==> src/rtl/burst_ctr_arbiter_pkg.sv <==
// Shared definitions for the burst counter arbiter: FSM state encoding and
// requester indices used by the top and the round-robin picker.
package burst_ctr_arbiter_pkg;

    typedef enum logic [1:0] {
        ST_IDLE  = 2'd0,
        ST_LOAD  = 2'd1,
        ST_BURST = 2'd2
    } state_t;

    localparam logic REQ_0 = 1'b0;
    localparam logic REQ_1 = 1'b1;

endpackage

==> src/rtl/rr_arb2.sv <==
// Two-way round-robin picker. On a tie it picks the requester that was not
// served last; the pointer advances only when a burst completes.
module rr_arb2
    import burst_ctr_arbiter_pkg::*;
(
    input  logic clk,
    input  logic reset,
    input  logic req0,
    input  logic req1,
    input  logic update,
    input  logic served,
    output logic pick,
    output logic any
);

    logic last_served;

    // Reset pointer says requester 1 was served last, so requester 0 wins the first tie.
    always_ff @(posedge clk) begin
        if (reset) begin
            last_served <= REQ_1;
        end else if (update) begin
            last_served <= served;
        end
    end

    always_comb begin
        any  = req0 | req1;
        pick = REQ_0;
        if (req0 && req1) begin
            pick = ~last_served;
        end else if (req1) begin
            pick = REQ_1;
        end
    end

endmodule

==> src/rtl/burst_ctr_arbiter.sv <==
// Shares one loadable up-counter between two burst requesters: grants
// round-robin, loads the start address, then steps once per accepted word.
//
// state    | meaning
// ---------+-----------------------------------------------------------
// ST_IDLE  | no owner; pick a requester and latch its word count
// ST_LOAD  | one cycle; counter write strobe with the owner's address
// ST_BURST | counter holds the current address; step on each accept
module burst_ctr_arbiter
    import burst_ctr_arbiter_pkg::*;
#(
    parameter int WordSize = 16,
    parameter int LenSize  = 8
)
(
    input  logic                clk,
    input  logic                reset,
    input  logic                req0,
    input  logic [WordSize-1:0] addr0,
    input  logic [LenSize-1:0]  len0,
    input  logic                req1,
    input  logic [WordSize-1:0] addr1,
    input  logic [LenSize-1:0]  len1,
    input  logic                ready,
    output logic                gnt0,
    output logic                gnt1,
    output logic                done0,
    output logic                done1,
    output logic                valid,
    output logic                last,
    output logic                ctr_WE,
    output logic                ctr_IE,
    output logic [WordSize-1:0] ctr_data
);

    // A zero length means a full 2^LenSize-word burst, hence the extra bit.
    localparam logic [LenSize:0] FULL_LEN = {1'b1, {LenSize{1'b0}}};
    localparam logic [LenSize:0] ONE_LEFT = {{LenSize{1'b0}}, 1'b1};

    state_t             state;
    state_t             state_nxt;
    logic               owner;
    logic [LenSize:0]   remaining;
    logic               pick;
    logic               any_req;
    logic               take;
    logic               step;
    logic               finish;
    logic               is_last;
    logic [LenSize-1:0] len_pick;

    rr_arb2 u_rr (
        .clk    (clk),
        .reset  (reset),
        .req0   (req0),
        .req1   (req1),
        .update (finish),
        .served (owner),
        .pick   (pick),
        .any    (any_req)
    );

    assign len_pick = (pick == REQ_1) ? len1 : len0;

    always_ff @(posedge clk) begin
        if (reset) begin
            state     <= ST_IDLE;
            owner     <= REQ_0;
            remaining <= '0;
        end else begin
            state <= state_nxt;
            if (take) begin
                owner     <= pick;
                remaining <= (len_pick == '0) ? FULL_LEN : {1'b0, len_pick};
            end else if (step) begin
                remaining <= remaining - ONE_LEFT;
            end
        end
    end

    always_comb begin
        state_nxt = state;
        take      = 1'b0;
        step      = 1'b0;
        finish    = 1'b0;
        is_last   = 1'b0;
        gnt0      = 1'b0;
        gnt1      = 1'b0;
        done0     = 1'b0;
        done1     = 1'b0;
        valid     = 1'b0;
        ctr_WE    = 1'b1;
        ctr_IE    = 1'b1;
        ctr_data  = '0;

        case (state)
            ST_IDLE: begin
                if (any_req) begin
                    take      = 1'b1;
                    state_nxt = ST_LOAD;
                end
            end
            ST_LOAD: begin
                gnt0      = (owner == REQ_0);
                gnt1      = (owner == REQ_1);
                ctr_WE    = 1'b0;
                ctr_data  = (owner == REQ_1) ? addr1 : addr0;
                state_nxt = ST_BURST;
            end
            ST_BURST: begin
                gnt0    = (owner == REQ_0);
                gnt1    = (owner == REQ_1);
                valid   = 1'b1;
                is_last = (remaining == ONE_LEFT);
                if (ready) begin
                    if (is_last) begin
                        finish    = 1'b1;
                        done0     = (owner == REQ_0);
                        done1     = (owner == REQ_1);
                        state_nxt = ST_IDLE;
                    end else begin
                        step   = 1'b1;
                        ctr_IE = 1'b0;
                    end
                end
            end
            default: state_nxt = ST_IDLE;
        endcase

        last = is_last;
    end

endmodule

==> config.mk <==
export PLATFORM = sky130hd
export DESIGN_NAME = burst_ctr_arbiter
export DESIGN_NICKNAME = d
export VERILOG_FILES = /design/src/rtl/burst_ctr_arbiter_pkg.sv /design/src/rtl/rr_arb2.sv /design/src/rtl/burst_ctr_arbiter.sv
export SDC_FILE = /design/constraint.sdc
export NUM_CORES = 1
export LEC_CHECK = 0
export ABC_AREA = 1
export CAP_MARGIN = 5
export CELL_PAD_IN_SITES_DETAIL_PLACEMENT = 1
export CELL_PAD_IN_SITES_GLOBAL_PLACEMENT = 1
export CORE_ASPECT_RATIO = 0.7
export CORE_UTILIZATION = 25
export CTS_BUF_LIST = sky130_fd_sc_hd__clkbuf_2 sky130_fd_sc_hd__clkbuf_4 sky130_fd_sc_hd__clkbuf_8
export DETAILED_ROUTE_END_ITERATION = 10
export HOLD_SLACK_MARGIN = 0.03
export PLACE_DENSITY = 0.89
export SETUP_SLACK_MARGIN = 0.02
export SYNTH_ARGS = -nofsm -noshare
export SYNTH_HDL_FRONTEND = slang
export SYNTH_SLANG_ARGS = --single-unit
export TNS_END_PERCENT = 50
==> constraint.sdc <==
create_clock -name clk -period 1.44 [get_ports clk]
set_input_delay 0.288 -clock clk [delete_from_list [all_inputs] [get_ports clk]]
set_output_delay 0.288 -clock clk [all_outputs]
set_load 0.02 [all_outputs]
==> results of run 1 <==
sequential cells by signal, indices dropped and copies added, names as in the netlist:
name and flops:
remaining 9, state 2, owner 1, u_rr.last_served 1
final cells by class:
class,count,area (µm²),area share
clock buffer,4,48.80,0.01680
inverter,31,120.1,0.04136
multi-input combinational,192,1209,0.4162
sequential,13,271.5,0.09349
tap,72,90.09,0.03102
timing repair buffer,120,1165,0.4011
critical path: stages, from the launching register on:
cell and delay (ns):
dfxtp_2 0.33, inv_2 0.08, ha_4 0.13, inv_2 0.04, nor2_4 0.07, nand2_2 0.08
nor2_4 0.16, buf_6 0.13, inv_4 0.04, nor2_4 0.09, buf_6 0.13
power by group:
part           leakage [nW]  internal [mW]  total [mW]  switching [mW]
Clock                0.0262          0.216       0.382           0.166
Sequential            0.110          0.428       0.491          0.0631
Combinational          1.20          0.866        1.91            1.04
timing repair:
action / 4_1_cts / 5_1_grt
gates cloned: 1 / 0
buffers inserted: 7 / 5
resized for setup: 204 / 29
setup endpoints to repair: 36 / 37
pin swaps: 12 / 18
worst max-delay path by stage:
stage                         startpoint    end  slack, ns  depth (start not counted)
2_1_floorplan  remaining[0]$_SDFFE_PP0P_  done0      -0.02                          7
3_3_place_gp   remaining[1]$_SDFFE_PP0P_  done0      -0.52                          9
3_5_place_dp   remaining[1]$_SDFFE_PP0P_  done1      -0.64                          9
4_1_cts        remaining[1]$_SDFFE_PP0P_  done1      -0.41                          9
5_1_grt        remaining[1]$_SDFFE_PP0P_  done0      -0.48                          9
6_report       remaining[1]$_SDFFE_PP0P_   last      -0.42                         10
per-layer routing:
layer | share of wire | GRT usage
met1 | 0.40 | 0.3205
met2 | 0.52 | 0.5115
met3 | 0.048 | 0.05714
met4 | 0.032 | 0.08468
met5 | 0 | 0
through the flow:
stage                     utilization  instance area [µm²]
final                          0.5524                 2904
after global routing           0.5524                 2904
after CTS                      0.5390                 2834
after detailed placement       0.4795                 2521
after global placement         0.4795                 2521
after floorplan                     -                 1413
cells by family after synthesis:
group           count (synthesis)  synth area share
compound gates                 33            0.1337
fa+ha+maj                       6           0.05494
buf+inv                        38            0.1099
flops                          13            0.1905
simple gates                  150            0.4918
xor+xnor                        3           0.01923
cells in the final DEF (no fill, tap or decap), types with 2 or more instances in the layout:
cell | netlist | layout
nand2_1 | 70 | 54
clkdlybuf4s50_1 | 0 | 51
buf_4 | 2 | 41
nor2_1 | 50 | 36
buf_6 | 0 | 23
inv_1 | 26 | 19
nand2_2 | 3 | 19
o21ai_2 | 0 | 16
nor2_2 | 1 | 11
nand3_1 | 13 | 11
inv_2 | 4 | 10
a21oi_2 | 1 | 9
dfxtp_1 | 13 | 8
nor2_4 | 3 | 7
nand3b_1 | 5 | 5
o21ai_0 | 20 | 4
ha_4 | 0 | 4
nand2_4 | 3 | 3
clkbuf_8 | 0 | 3
buf_12 | 0 | 3
dfxtp_2 | 0 | 3
a21oi_1 | 10 | 2
xnor2_1 | 2 | 2
ha_1 | 6 | 2
dfxtp_4 | 0 | 2
==> summary.md, run 1 <==
| Metric | Value |
|---|---|
| Largest net degree at the start of global routing | `19` |
| Num CTS Buffers | `3` |
| Peak Freq | `about 0.54 GHz` |
| # rows | `22` |
| Routed vias | `2,135` |
| Syn_area_per_cell | `about 5.6 µm²` |
| Nets | `420` |
| Tcrit/Tclk final | `1.288` |
| Status | `finished with violations` |
| Total Routing Usage GR | `0.2762` |
| Min setup slack post-route | `-0.4153 ns` |
| Top cells by area, synth | `nand2_1, dfxtp_1, nor2_1, o21ai_0, inv_1` |
| Yosys top cell by area | `nand2_1` |
| Syn Inst Count | `~240` |
| Netlist Area Pre-Place | `~1400 µm²` |
| Hold Path Depth | `2` |
| Fin cells | `approximately 430` |
| WS Path Type | `reg2out` |
| Top cell type's share of synthesized area | `0.1923` |
| Hold Path End | `u_rr.last_served$_SDFFE_PP1P_` |
| Clock tree sinks | `13` |
| VDD IR max | `around 500 µV` |
| Final setup TNS | `-8.158 ns` |
| Cell Pwr Density | `about 960 nW/µm²` |
| Setup violators final | `36` |
| Yosys reg bits | `13` |
| Floorplan core area | `~5300 µm²` |
| Number of synthesis warnings | `0` |
| Static Leak | `about 1.3 nW` |
| Reg2Reg Setup Slack | `-0.32 ns` |
| Worst R2R Path Depth | `13` |
| Vias in the first global route | `between 2,000 and 2,500` |
| Number of synthesized flops with an enable pin | `0` |
| Critical-path maximum fanout | `3` |
| Antenna fix cells | `0` |
| Filler Cell Count | `roughly 670` |
| Root Driver | `clkbuf_8` |
| MaxCap Viol Count | `0` |
| Worst Max-Slew Pin Slew | `roughly 0.35 ns` |
| DRC viols | `0` |
| Worst slew margin | `0.7658` |
| Register area share after synthesis | `0.1905` |
| Placement-stage worst setup slack | `-0.6441 ns` |
| WP data required | `between 1 and 1.5 ns` |
| Min-Delay Path Class | `reg2reg` |
| Max Buffers Root-to-Sink | `2` |
| Full die area | `5769 µm²` |
| Clock-pin transition on the worst setup and hold timing paths | `~0.07 ns` |
| Worst Skew | `0.01211 ns` |
| Final Max Tran Viols | `0` |
| Min Tclk post-route | `around 1.9 ns` |
| Yosys cell types | `25` |
| Final Hold Fails | `0` |
| Dpl cells | `roughly 420` |
| IO Port Bufs | `76` |
| Top-count cell post-synth | `nand2_1` |
| Grt ovf | `0` |
| Worst r2r src | `remaining[1]$_SDFFE_PP0P_` |
| Syn nets | `around 300` |
| Main synth FF type | `dfxtp_1` |
| Routed wire length per instance | `about 19 µm` |
| Setup crit end kind | `output pin` |
| Initial Util | `0.2599` |
| Hold path startpoint | `u_rr.last_served$_SDFFE_PP1P_` |
| Drt pass-1 iters | `4` |
| Reg-to-reg endpoint | `remaining[7]$_SDFFE_PP0P_` |
| Die width | `90.36 µm` |
| H-Tree Depth | `1` |
| CTS tree | `built` |
| CP Launch Type | `flip-flop` |
| Hold Slack | `roughly 0.59 ns` |
| Die boundary height | `about 64 µm` |
| Post-synth ARST share | `0` |
| Hold buffer count at cts | `0` |
| Final WL | `slightly above 8000 µm` |
| RSZ-0062 raised after global routing | `true` |
| Routed Antenna Nets | `0` |
| First-pass GRT wire length | `12,140 µm` |
| Power, Total | `between 2 and 3 mW` |
| Initial DRC count | `94` |
| Initial antenna violation count | `0` |
| Clk Latency, worst-skew pair | `about 0.26 ns` |
| Most instantiated cells after synthesis | `nand2_1, nor2_1, inv_1, o21ai_0` |
| Hpwl dp | `about 5000 µm` |
| Share of cells above drive strength 1 | `0.4500` |
| Area grow syn2layout | `112.5%` |
| # IOs | `77` |
| GP Congestion | `~0.8` |
| Failing checks | `setup timing` |
| Vias per cell | `around 4.9` |
| Worst Path Arrival | `between 1.5 and 2 ns` |
Power figures use the tool's default switching activity.
==> run 2, diff against run 1 <==
--- a/config.mk
+++ b/config.mk
@@ -6,7 +6,7 @@
 export NUM_CORES = 1
 export LEC_CHECK = 0
 export ABC_AREA = 1
-export CAP_MARGIN = 5
+export CAP_MARGIN = 30
 export CELL_PAD_IN_SITES_DETAIL_PLACEMENT = 1
 export CELL_PAD_IN_SITES_GLOBAL_PLACEMENT = 1
 export CORE_ASPECT_RATIO = 0.7
==> results of run 2 <==
Final layout, timing and power as in run 1 (identical DEF).
==> run 3, diff against run 2 <==
--- a/config.mk
+++ b/config.mk
@@ -5,18 +5,18 @@
 export SDC_FILE = /design/constraint.sdc
 export NUM_CORES = 1
 export LEC_CHECK = 0
-export ABC_AREA = 1
 export CAP_MARGIN = 30
 export CELL_PAD_IN_SITES_DETAIL_PLACEMENT = 1
 export CELL_PAD_IN_SITES_GLOBAL_PLACEMENT = 1
 export CORE_ASPECT_RATIO = 0.7
-export CORE_UTILIZATION = 25
+export CORE_UTILIZATION = 26
 export CTS_BUF_LIST = sky130_fd_sc_hd__clkbuf_2 sky130_fd_sc_hd__clkbuf_4 sky130_fd_sc_hd__clkbuf_8
 export DETAILED_ROUTE_END_ITERATION = 10
 export HOLD_SLACK_MARGIN = 0.03
-export PLACE_DENSITY = 0.89
+export PLACE_DENSITY = 0.87
 export SETUP_SLACK_MARGIN = 0.02
 export SYNTH_ARGS = -nofsm -noshare
 export SYNTH_HDL_FRONTEND = slang
+export SYNTH_HIERARCHICAL = 1
 export SYNTH_SLANG_ARGS = --single-unit
 export TNS_END_PERCENT = 50
==> run 3 against run 2 <==
  * The run now fails in global routing (5_1_grt)
  * Area after synthesis down 7.2%
  * Synthesized cell count down 37%
==> summary.md, run 3 <==
| Metric | Value |
|---|---|
| H-Tree Depth | `1 (unchanged)` |
| # rows | `20 (was 22)` |
| Last stage reached | `global routing (5_1_grt)` |
| Number of synthesized flops with an enable pin | `0 (unchanged)` |
| Root Driver | `clkbuf_8 (unchanged)` |
| Netlist Area Pre-Place | `1267 µm² (was 1366 µm²)` |
| Placement-stage worst setup slack | `-0.7551 ns (was -0.6441 ns)` |
| Placement Cell Area | `2584 µm² (was 2521 µm²)` |
| Initial antenna violation count | `0` |
| Die width | `85.45 µm (was 90.36 µm)` |
| Register area share after synthesis | `0.2053 (was 0.1905)` |
| Hpwl dp | `5189 µm (was 4922 µm)` |
| Syn_area_per_cell | `8.339 µm² (was 5.623 µm²)` |
| Status | `stopped before the end (was finished with violations)` |
| Yosys reg bits | `13 (unchanged)` |
| IO Port Bufs | `76 (unchanged)` |
| Max Buffers Root-to-Sink | `2 (unchanged)` |
| Largest net degree at the start of global routing | `11` |
| Post-synth ARST share | `0 (unchanged)` |
| Top cells by area, synth | `dfxtp_1, mux2i_1, ha_1, nor2_1, nand2_1 (was nand2_1, dfxtp_1, nor2_1, o21ai_0, inv_1)` |
| Post-GRT worst EP | `remaining[6]$_SDFFE_PP0P_/D` |
| Num CTS Buffers | `3 (unchanged)` |
| Err | `[ERROR DPL-0033] detailed placement checks failed during check placement.` |
| Yosys top cell by area | `dfxtp_1 (was nand2_1)` |
| Most instantiated cells after synthesis | `mux2i_1, nor2_1, dfxtp_1, nand2_1, ha_1 (was nand2_1, nor2_1, inv_1, o21ai_0)` |
| Syn Inst Count | `152 (was 243)` |
| Die boundary height | `60.42 µm (was 63.85 µm)` |
| Yosys cell types | `43 (was 25)` |
| Hold buffer count at cts | `0 (unchanged)` |
| Dpl cells | `326 (was 418)` |
| Top cell type's share of synthesized area | `0.2053 (was 0.1923)` |
| Syn nets | `212 (was 302)` |
| Number of synthesis warnings | `6 (was 0)` |
| Initial Util | `0.2814 (was 0.2599)` |
| Main synth FF type | `dfxtp_1 (unchanged)` |
| Clock tree sinks | `13 (unchanged)` |
| Worst endpoint type | `register data pin` |
| # IOs | `77 (unchanged)` |
| Top-count cell post-synth | `mux2i_1 (was nand2_1)` |
| GP Congestion | `0.7826 (was 0.7970)` |
run 3: repair_timing:
item / CTS
gates resized for setup: 221
gates cloned: 1
setup endpoints to repair: 37
buffers inserted: 8
pin swaps: 24
run 3: cells by family after synthesis:
kind of cell / after synthesis / synth area share
xor gates and xnor gates: 3 / 0.02073
adders and majority gates: 7 / 0.06910
AOI/OAI and AO/OA: 28 / 0.1708
buffers and inverters: 14 / 0.04541
DFF: 13 / 0.2053
muxes: 25 / 0.2014
and+or+nand+nor: 62 / 0.2873
run 3: through the flow:
step / setup TNS [ns] / hold WS [ns]
3_5_place_dp: -17.81 / 0.5230
4_1_cts: -7.262 / 0.6242
2_1_floorplan: -0.9758 / 0.3866
3_3_place_gp: -15.58 / 0.5131
==> run 4, diff against run 3 <==
==> config.mk (replaced) <==
export PLATFORM = sky130hd
export DESIGN_NAME = burst_ctr_arbiter
export DESIGN_NICKNAME = d
export VERILOG_FILES = /design/src/rtl/burst_ctr_arbiter_pkg.sv /design/src/rtl/rr_arb2.sv /design/src/rtl/burst_ctr_arbiter.sv
export SDC_FILE = /design/constraint.sdc
export NUM_CORES = 1
export LEC_CHECK = 0
export CAP_MARGIN = 30
export CORE_UTILIZATION = 25
export DETAILED_ROUTE_END_ITERATION = 10
export PLACE_DENSITY_LB_ADDON = 0.15
export SYNTH_ARGS = -nofsm -noshare
export SYNTH_HDL_FRONTEND = slang
export SYNTH_HIERARCHICAL = 1
export SYNTH_SLANG_ARGS = --single-unit
export TNS_END_PERCENT = 50
==> run 4 against run 3 <==
  * The flow now finishes, with violations (setup timing)
  * Synthesized cell count unchanged
  * Area after synthesis unchanged
==> summary.md, run 4 <==
| Metric | Value |
|---|---|
| Worst slew margin | `0.7558` |
| Top cells by area, synth | `dfxtp_1, mux2i_1, ha_1, nor2_1, nand2_1 (unchanged)` |
| Final Max Tran Viols | `0` |
| Clk Latency, worst-skew pair | `roughly 0.25 ns` |
| # IOs | `77 (unchanged)` |
| Register area | `roughly 270 µm²` |
| Hold Slack | `roughly 0.6 ns` |
| Die boundary height | `73.20 µm (was 60.42 µm)` |
| Initial Util | `0.2648 (was 0.2814)` |
| Drt pass-1 iters | `4` |
| Routed vias | `around 1,700` |
| Yosys cell types | `43 (unchanged)` |
| Critical-path maximum fanout | `4` |
| Vias in the first global route | `approximately 1,700` |
| Clock-pin transition on the worst setup and hold timing paths | `roughly 0.070 ns` |
| Vias per cell | `about 4.8` |
| Largest register FFs | `9` |
| DRC viols | `0` |
| Worst Path Arrival | `1.56 ns` |
| Syn Inst Count | `152 (unchanged)` |
| Min setup slack post-route | `-0.4078 ns` |
| Syn nets | `212 (unchanged)` |
| Clock power share | `0.074` |
| Yosys reg bits | `13 (unchanged)` |
| Tcrit/Tclk final | `1.283` |
| Grt ovf | `0` |
| Netlist Area Pre-Place | `1267 µm² (unchanged)` |
| Logic gate share of total power | `0.795` |
| Routed wire length per instance | `15.04 µm` |
| Most instantiated cells after synthesis | `mux2i_1, nor2_1, dfxtp_1, nand2_1, ha_1 (unchanged)` |
| Largest register by flop count | `remaining` |
| Final Hold Fails | `0` |
| Register area share after synthesis | `0.2053 (unchanged)` |
| Min Tclk post-route | `around 1.8 ns` |
| Worst Max-Slew Pin Slew | `about 0.36 ns` |
| CTS tree | `built` |
| Commonest non-fill, non-tap cell in the layout | `clkdlybuf4s50_1` |
| Antenna fix cells | `0` |
| Power, Total | `between 4 and 5 mW` |
| Max Buffers Root-to-Sink | `2 (unchanged)` |
| Largest net degree at the start of global routing | `10` |
| Routed Antenna Nets | `0` |
| MaxCap Viol Count | `0` |
| Final WL | `approximately 5400 µm` |
| Area grow syn2layout | `161.0%` |
| GP Congestion | `0.8190 (was 0.7826)` |
| Hpwl dp | `3823 µm (was 5189 µm)` |
| Sequential share of power | `0.131` |
| Share of cells above drive strength 1 | `0.5870` |
| Floorplan core area | `4786 µm²` |
| Top-count cell post-synth | `mux2i_1 (unchanged)` |
| Number of synthesized flops with an enable pin | `0 (unchanged)` |
| Switching share of total power | `0.4156` |
| # rows | `25 (was 20)` |
| Nets | `around 350` |
| Final core occ | `0.6912` |
| Number of synthesis warnings | `6 (unchanged)` |
| WS Path Type | `reg2out` |
| IO Port Bufs | `76 (unchanged)` |
| Main synth FF type | `dfxtp_1 (unchanged)` |
| Yosys top cell by area | `dfxtp_1 (unchanged)` |
| Int Pwr | `around 2.7 mW` |
| Min-Delay Path Class | `reg2reg` |
| First-pass GRT wire length | `about 8000 µm` |
| Final setup TNS | `-6.412 ns` |
| Die width | `73.20 µm (was 85.45 µm)` |
| Initial DRC count | `38` |
| Num CTS Buffers | `3 (unchanged)` |
| Cell Pwr Density | `1421 nW/µm²` |
| CP Launch Type | `flip-flop` |
| Hold buffer count at cts | `0 (unchanged)` |
| Total Routing Usage GR | `0.1983` |
| RSZ-0062 raised after global routing | `true` |
| Post-synth ARST share | `0 (unchanged)` |
| Largest regs | `remaining (9), state (2)` |
| Syn_area_per_cell | `8.339 µm² (unchanged)` |
| Worst Skew | `a little over 0.004 ns` |
| Full die area | `5358 µm²` |
| Most frequent cells in the layout | `clkdlybuf4s50_1, buf_4, buf_6` |
| Setup violators final | `35` |
| Sw Pwr | `1.953 mW` |
| Root Driver | `clkbuf_8 (unchanged)` |
| Failing checks | `setup timing` |
| Top cell type's share of synthesized area | `0.2053 (unchanged)` |
| Area of the multi-input gates | `between 1000 and 1500 µm²` |
| VDD IR max | `about 900 µV` |
| Filler Cell Count | `about 380` |
| Setup crit end kind | `output pin` |
| WP data required | `between 1 and 1.5 ns` |
| Clock tree sinks | `13 (unchanged)` |
| H-Tree Depth | `1 (unchanged)` |
| Initial antenna violation count | `0` |
| Status | `finished with violations (was stopped before the end)` |
| Peak Freq | `0.5412 GHz` |
| Static Leak | `around 1.3 nW` |
[run 4: cell counts after synthesis]
Identical to the previous run, type by type.
[run 4: routing by layer]
layer / track usage / wire length [µm] / part of all wire / vias up
li1: - / - / - / 846
met1: 0.2418 / 2208 / 0.41 / 811
met2: 0.3508 / 2855 / 0.53 / 56
met3: 0.04282 / 296 / 0.055 / 6
met4: 0.05011 / 52 / 0.0096 / 0
met5: 0 / 0 / 0 / -
[run 4: cell type report]
type	instances	area share
Inverter	7	0.01324
Timing Repair Buffer	144	0.4331
Multi-Input combinational cell	125	0.4323
Clock buffer	4	0.01362
Tap cell	67	0.02534
Sequential cell	13	0.08245
[run 4: repair_timing]
| action | in CTS | in global routing |
|---|---|---|
| endpoints found under the setup margin | 37 | 37 |
| cloned | 2 | 0 |
| hold endpoints to repair | 0 | 0 |
| resized for setup | 200 | 51 |
| setup buffers | 13 | 11 |
| pin swaps | 20 | 22 |
[run 4: worst max-delay path, cell delays in order (launching register included)]
cell,delay (ns)
dfxtp_2,0.33
inv_2,0.07
ha_4,0.12
nor4b_4,0.29
and3_4,0.24
and3_4,0.17
buf_6,0.11
[run 4: power groups by stage]
stage               registers, mW  logic, mW  clock network (mW)
global route                0.634       3.96               0.374
finish                      0.618       3.73               0.348
detailed placement          0.603       2.52                   0
CTS                         0.611       3.20               0.353
global placement            0.595       2.52                   0
floorplan                   0.623       1.34                   0
[run 4: worst paths after layout]
kind	cells past startpoint	startpoint	slack [ns]	to
worst max-delay path	6	remaining[1]$_SDFFE_PP0P_	-0.41	done1
worst min-delay path	2	u_rr/last_served$_SDFFE_PP1P_	0.61	u_rr/last_served$_SDFFE_PP1P_
worst max register to register	8	remaining[1]$_SDFFE_PP0P_	-0.40	remaining[6]$_SDFFE_PP0P_
worst min register to register	2	u_rr/last_served$_SDFFE_PP1P_	0.61	u_rr/last_served$_SDFFE_PP1P_
[run 4: cell families (layout without fill, tap and decap cells)]
kind of cell             count (synthesis)  after routing  share of synthesized area
buffers and inverters                   14            155                    0.04541
adder cells (fa/ha/maj)                  7              7                    0.06910
AO/OA/AOI/OAI                           28             28                     0.1708
multiplexers                            25             25                     0.2014
XOR/XNOR                                 3              3                    0.02073
AND/OR/NAND/NOR                         62             62                     0.2873
flip-flops                              13             13                     0.2053
[run 4: per-stage QoR]
stage          area [µm²]  setup slack [ns]  instances
6_report             3308           -0.4078        360
3_5_place_dp         2549           -0.6065        332
5_1_grt              3308           -0.5066        360
2_1_floorplan        1404           -0.2008        152
3_3_place_gp         2549           -0.6110        332
4_1_cts              3015           -0.3931        351
==> edit 1 (settings of run 4) <==
Set the parameter `WordSize` to 32 (it was 16).
--- a/src/rtl/burst_ctr_arbiter.sv
+++ b/src/rtl/burst_ctr_arbiter.sv
@@ -9,7 +9,7 @@
 module burst_ctr_arbiter
     import burst_ctr_arbiter_pkg::*;
 #(
-    parameter int WordSize = 16,
+    parameter int WordSize = 32,
     parameter int LenSize  = 8
 )
 (
Interface: changed (resized addr0, addr1 and ctr_data); port bits go from 77 to 125. No check against the original RTL was run, so the function may have changed too.
==> edit 1 against run 4 <==
The run still ends with negative setup slack left; critical path depth did not move; sequential cell count did not move; sequential power barely moved; utilization rose by 1.4 points; wire length rose by 24%; power rose by 8.3%; highest routed layer unchanged; largest power group unchanged; register-to-register slack improved by 110 ps; non-clock buffer count rose by 46; cell area rose by 20%; setup slack improved by 78 ps; critical endpoint is now done0; synthesized area rose by 18%.
==> edit 1: results <==
[power]
p_sw_share_pct = 43.24
seq-power_mw = 0.616
total_leakage_power_nw = 1.554
vdd_drop_max_mv = 1.096

[place]
place.gp.congestion = 0.7749
dp.cells = 416
portBuffers = 124
placed_area_sq_um = 3213
pre_cts_slack_ps = -533.9
place.detailed.hpwl_microns = 4845

[routing]
viasPerCell = 4.686
met3_length_microns = 214
wl_met2_microns = 3849
drt_wl_total_microns = 6725
drt_iter0_drc = 59
wl_met1_microns = 2637

[timing]
fin_ws_ps = -329.4
clock_skew_ps = 3.314
final-setup-viol-count = 51

[yosys]
synthTopCellsByCount = mux2i_1, nor2_1, dfxtp_1
yosysSeqAreaShare_pct = 17.38
synth_area_leaders = mux2i_1, dfxtp_1, nor2_1
ys_types = 42
syn_avg_cell_area_sq_um = 7.966

[final_layout]
fin_cells = 443
num-fill-cells = 412
layout.nets = 464
seqCellArea_sq_um = 274.0

[outcome]
violations = negative setup slack
outcome = complete, but fails checks

[critical_path]
arrival_ps = 1480
endpoint = done0

[global_routing]
grt.total_usage_pct = 21.06
first_global_vias = 2099

[clock_tree]
postCtsSetupBuffers = 14
cts_resized = 300
## edit 1: cell type report
class	count	share of cell area (%)
inverters	8	0.9437
clock buffers	3	1.038
multi-input cells	156	40.89
flip-flops and latches	13	6.889
repair buffers	190	47.85
well taps	72	2.265
clock inverters	1	0.1258
## edit 1: worst min path at each step
stage / end / from / slack (ps) / depth (start not counted)
floorplan: u_rr/last_served / reset / 390 / 1
global placement: u_rr/last_served / u_rr/last_served / 580 / 2
detailed placement: u_rr/last_served / u_rr/last_served / 570 / 2
CTS: u_rr/last_served / u_rr/last_served / 610 / 2
global route: state[1] / state[1] / 640 / 3
finish: u_rr/last_served / u_rr/last_served / 620 / 2
## edit 1: kinds of logic after synthesis
logic type,Yosys count,synth area share (%)
compound gates,30,14.70
xor+xnor,4,2.340
fa+ha+maj,7,5.848
buf+inv,19,5.012
flops,13,17.38
mux,42,28.32
simple gates,73,26.40
==> edit 2 (settings of run 4) <==
Without the edit above. Encoding of `state_t`: now one-hot (3 bits for 3 states).
--- a/src/rtl/burst_ctr_arbiter_pkg.sv
+++ b/src/rtl/burst_ctr_arbiter_pkg.sv
@@ -2,10 +2,10 @@
 // requester indices used by the top and the round-robin picker.
 package burst_ctr_arbiter_pkg;
 
-    typedef enum logic [1:0] {
-        ST_IDLE  = 2'd0,
-        ST_LOAD  = 2'd1,
-        ST_BURST = 2'd2
+    typedef enum logic [2:0] {
+        ST_IDLE  = 3'b001,
+        ST_LOAD  = 3'b010,
+        ST_BURST = 3'b100
     } state_t;
 
     localparam logic REQ_0 = 1'b0;
Check against the original RTL: same outputs for any inputs over 10 cycles, from zero or initial values and one cycle with reset high; not proved beyond that.
==> edit 2 against run 4 <==
The flow still finishes with violations (negative setup slack); register-to-register slack better by 80 ps; wire length down 7.8%; cell area down 7.8%; global-route usage down 1.8 points; synthesized area down 1.9%; final cell count down 4.2%; sequential cell count up 1; synthesized cell count down 0.66%; utilization down 5.0 points; setup slack better by 77 ps.
Power is not compared: it rests on default switching activity, and its combinational part moved more than twofold at a synthesized area within 25%.
==> edit 2: results <==
[outcome]
outcome = complete, but fails checks
violations = negative setup slack

[place]
placed_area_sq_um = 2596
portBuffers = 76
pre_cts_slack_ps = -738.8
dp.cells = 330
place.detailed.hpwl_microns = 3601
place.gp.congestion = 0.7439

[worst_hold_path]
min_from = len0[7]
min_to = remaining[7]
hold_class = in -> reg
min_path_cells = 4

[critical_path]
r2r_start = remaining[7]
arrival_ps = 1480
slowest_stage = or3b_4
crit_path_max_fanout = 5
ff2ff_path_depth = 6
r2r-end = remaining[2]
slowest_delay_ps = 470
reg2reg_slack_ps = -320

[timing]
worstMarginPinSlew_ps = 312.7
fin_ws_ps = -330.9
clock_skew_ps = 1.140
timing.setup.tns_ps = -8122
final-setup-viol-count = 33

[power]
vdd_drop_max_mv = 0.5416
pwr-share-seq_pct = 20.7
clockPowerShare_pct = 15.6
total_leakage_power_nw = 1.234

[yosys]
synth-compound-area-share_pct = 19.11
synthAdderAreaFrac_pct = 2.012
synth_area_leaders = dfxtp_1, mux2i_1, nor2_1
ys_types = 49
syn_inst = 151
yosysSeqAreaShare_pct = 22.54
syn_nets = 206
synthXorXnorAreaFrac_pct = 0.7042
synthTopCellsByCount = nor2_1, mux2i_1, dfxtp_1
muxShareOfSynthArea_pct = 20.62
synth_ff_type = dfxtp_1

[final_layout]
drive_gt1_share_pct = 54.32
top_regs = remaining (9), state (3)
multiInputGateArea_sq_um = 1261
fin_cells = 345
design_area_sq_um = 3049
num-fill-cells = 391

[routing]
drt_first_pass_iters = 4
ant_nets = 0
drt_wl_total_microns = 4991
viasPerCell = 4.780
drt_iter0_drc = 61

[clock_tree]
root_buffer = clkbuf_8
numCtsBuffers = 3
cts_max_level = 1

[global_routing]
grt_max_degree = 13
grt_pass1_wl_microns = 7389
first_global_vias = 1624
grt.total_usage_pct = 18.07
## edit 2: how the worst max path moves through the flow
stage                            start            to  slack (ps)
after floorplan           remaining[4]  remaining[7]        -160
after global placement           ready        ctr_IE        -720
after detailed placement         ready        ctr_IE        -740
after CTS                 remaining[4]         done1        -360
after global routing      remaining[1]         done1        -390
final                         state[1]          gnt1        -330
## edit 2: per-stage QoR
stage          hold slack (ps)  util (%)  total power [mW]
4_1_cts                  586.9     58.55             2.273
2_1_floorplan            386.6         -             1.179
3_3_place_gp             549.2     54.61             1.745
6_report                 561.5     64.13             2.441
5_1_grt                  590.6     64.13             2.595
3_5_place_dp             551.7     54.61             1.759
## edit 2: metal layers
| layer | up-vias | share of wire [%] | GRT usage [%] |
|---|---|---|---|
| li1 | 825 | - | - |
| met1 | 756 | 42 | 20.76 |
| met2 | 64 | 51 | 34.37 |
| met3 | 4 | 6.2 | 2.917 |
| met4 | 0 | 0.70 | 4.575 |
| met5 | - | 0 | 0 |
## edit 2: cells by family after synthesis
group | Yosys count
buffers and inverters | 13
AND/OR/NAND/NOR | 64
flip-flops | 14
adder cells (fa/ha/maj) | 2
multiplexers | 25
XOR/XNOR | 1
AO/OA/AOI/OAI | 32
## edit 2: repair_timing
item                                    in CTS  in global routing
endpoints found under the setup margin      34                 36
pin swaps                                    9                 32
gates cloned                                 1                  2
gates resized for setup                    158                 36
setup buffers                                1                  7
## edit 2: final cells by class
class,count,share of cell area [%]
multi-input cells,124,41.36
inverters,4,0.4924
well taps,67,2.749
repair buffers,132,44.11
flip-flops and latches,14,9.479
clock buffers,4,1.806
## edit 2: critical path: cells and delay by family (launching register included)
kind	cells	cell delay (ps)
AO/OA/AOI/OAI	1	120
buffers and inverters	2	320
flip-flops	1	330
AND/OR/NAND/NOR	1	470
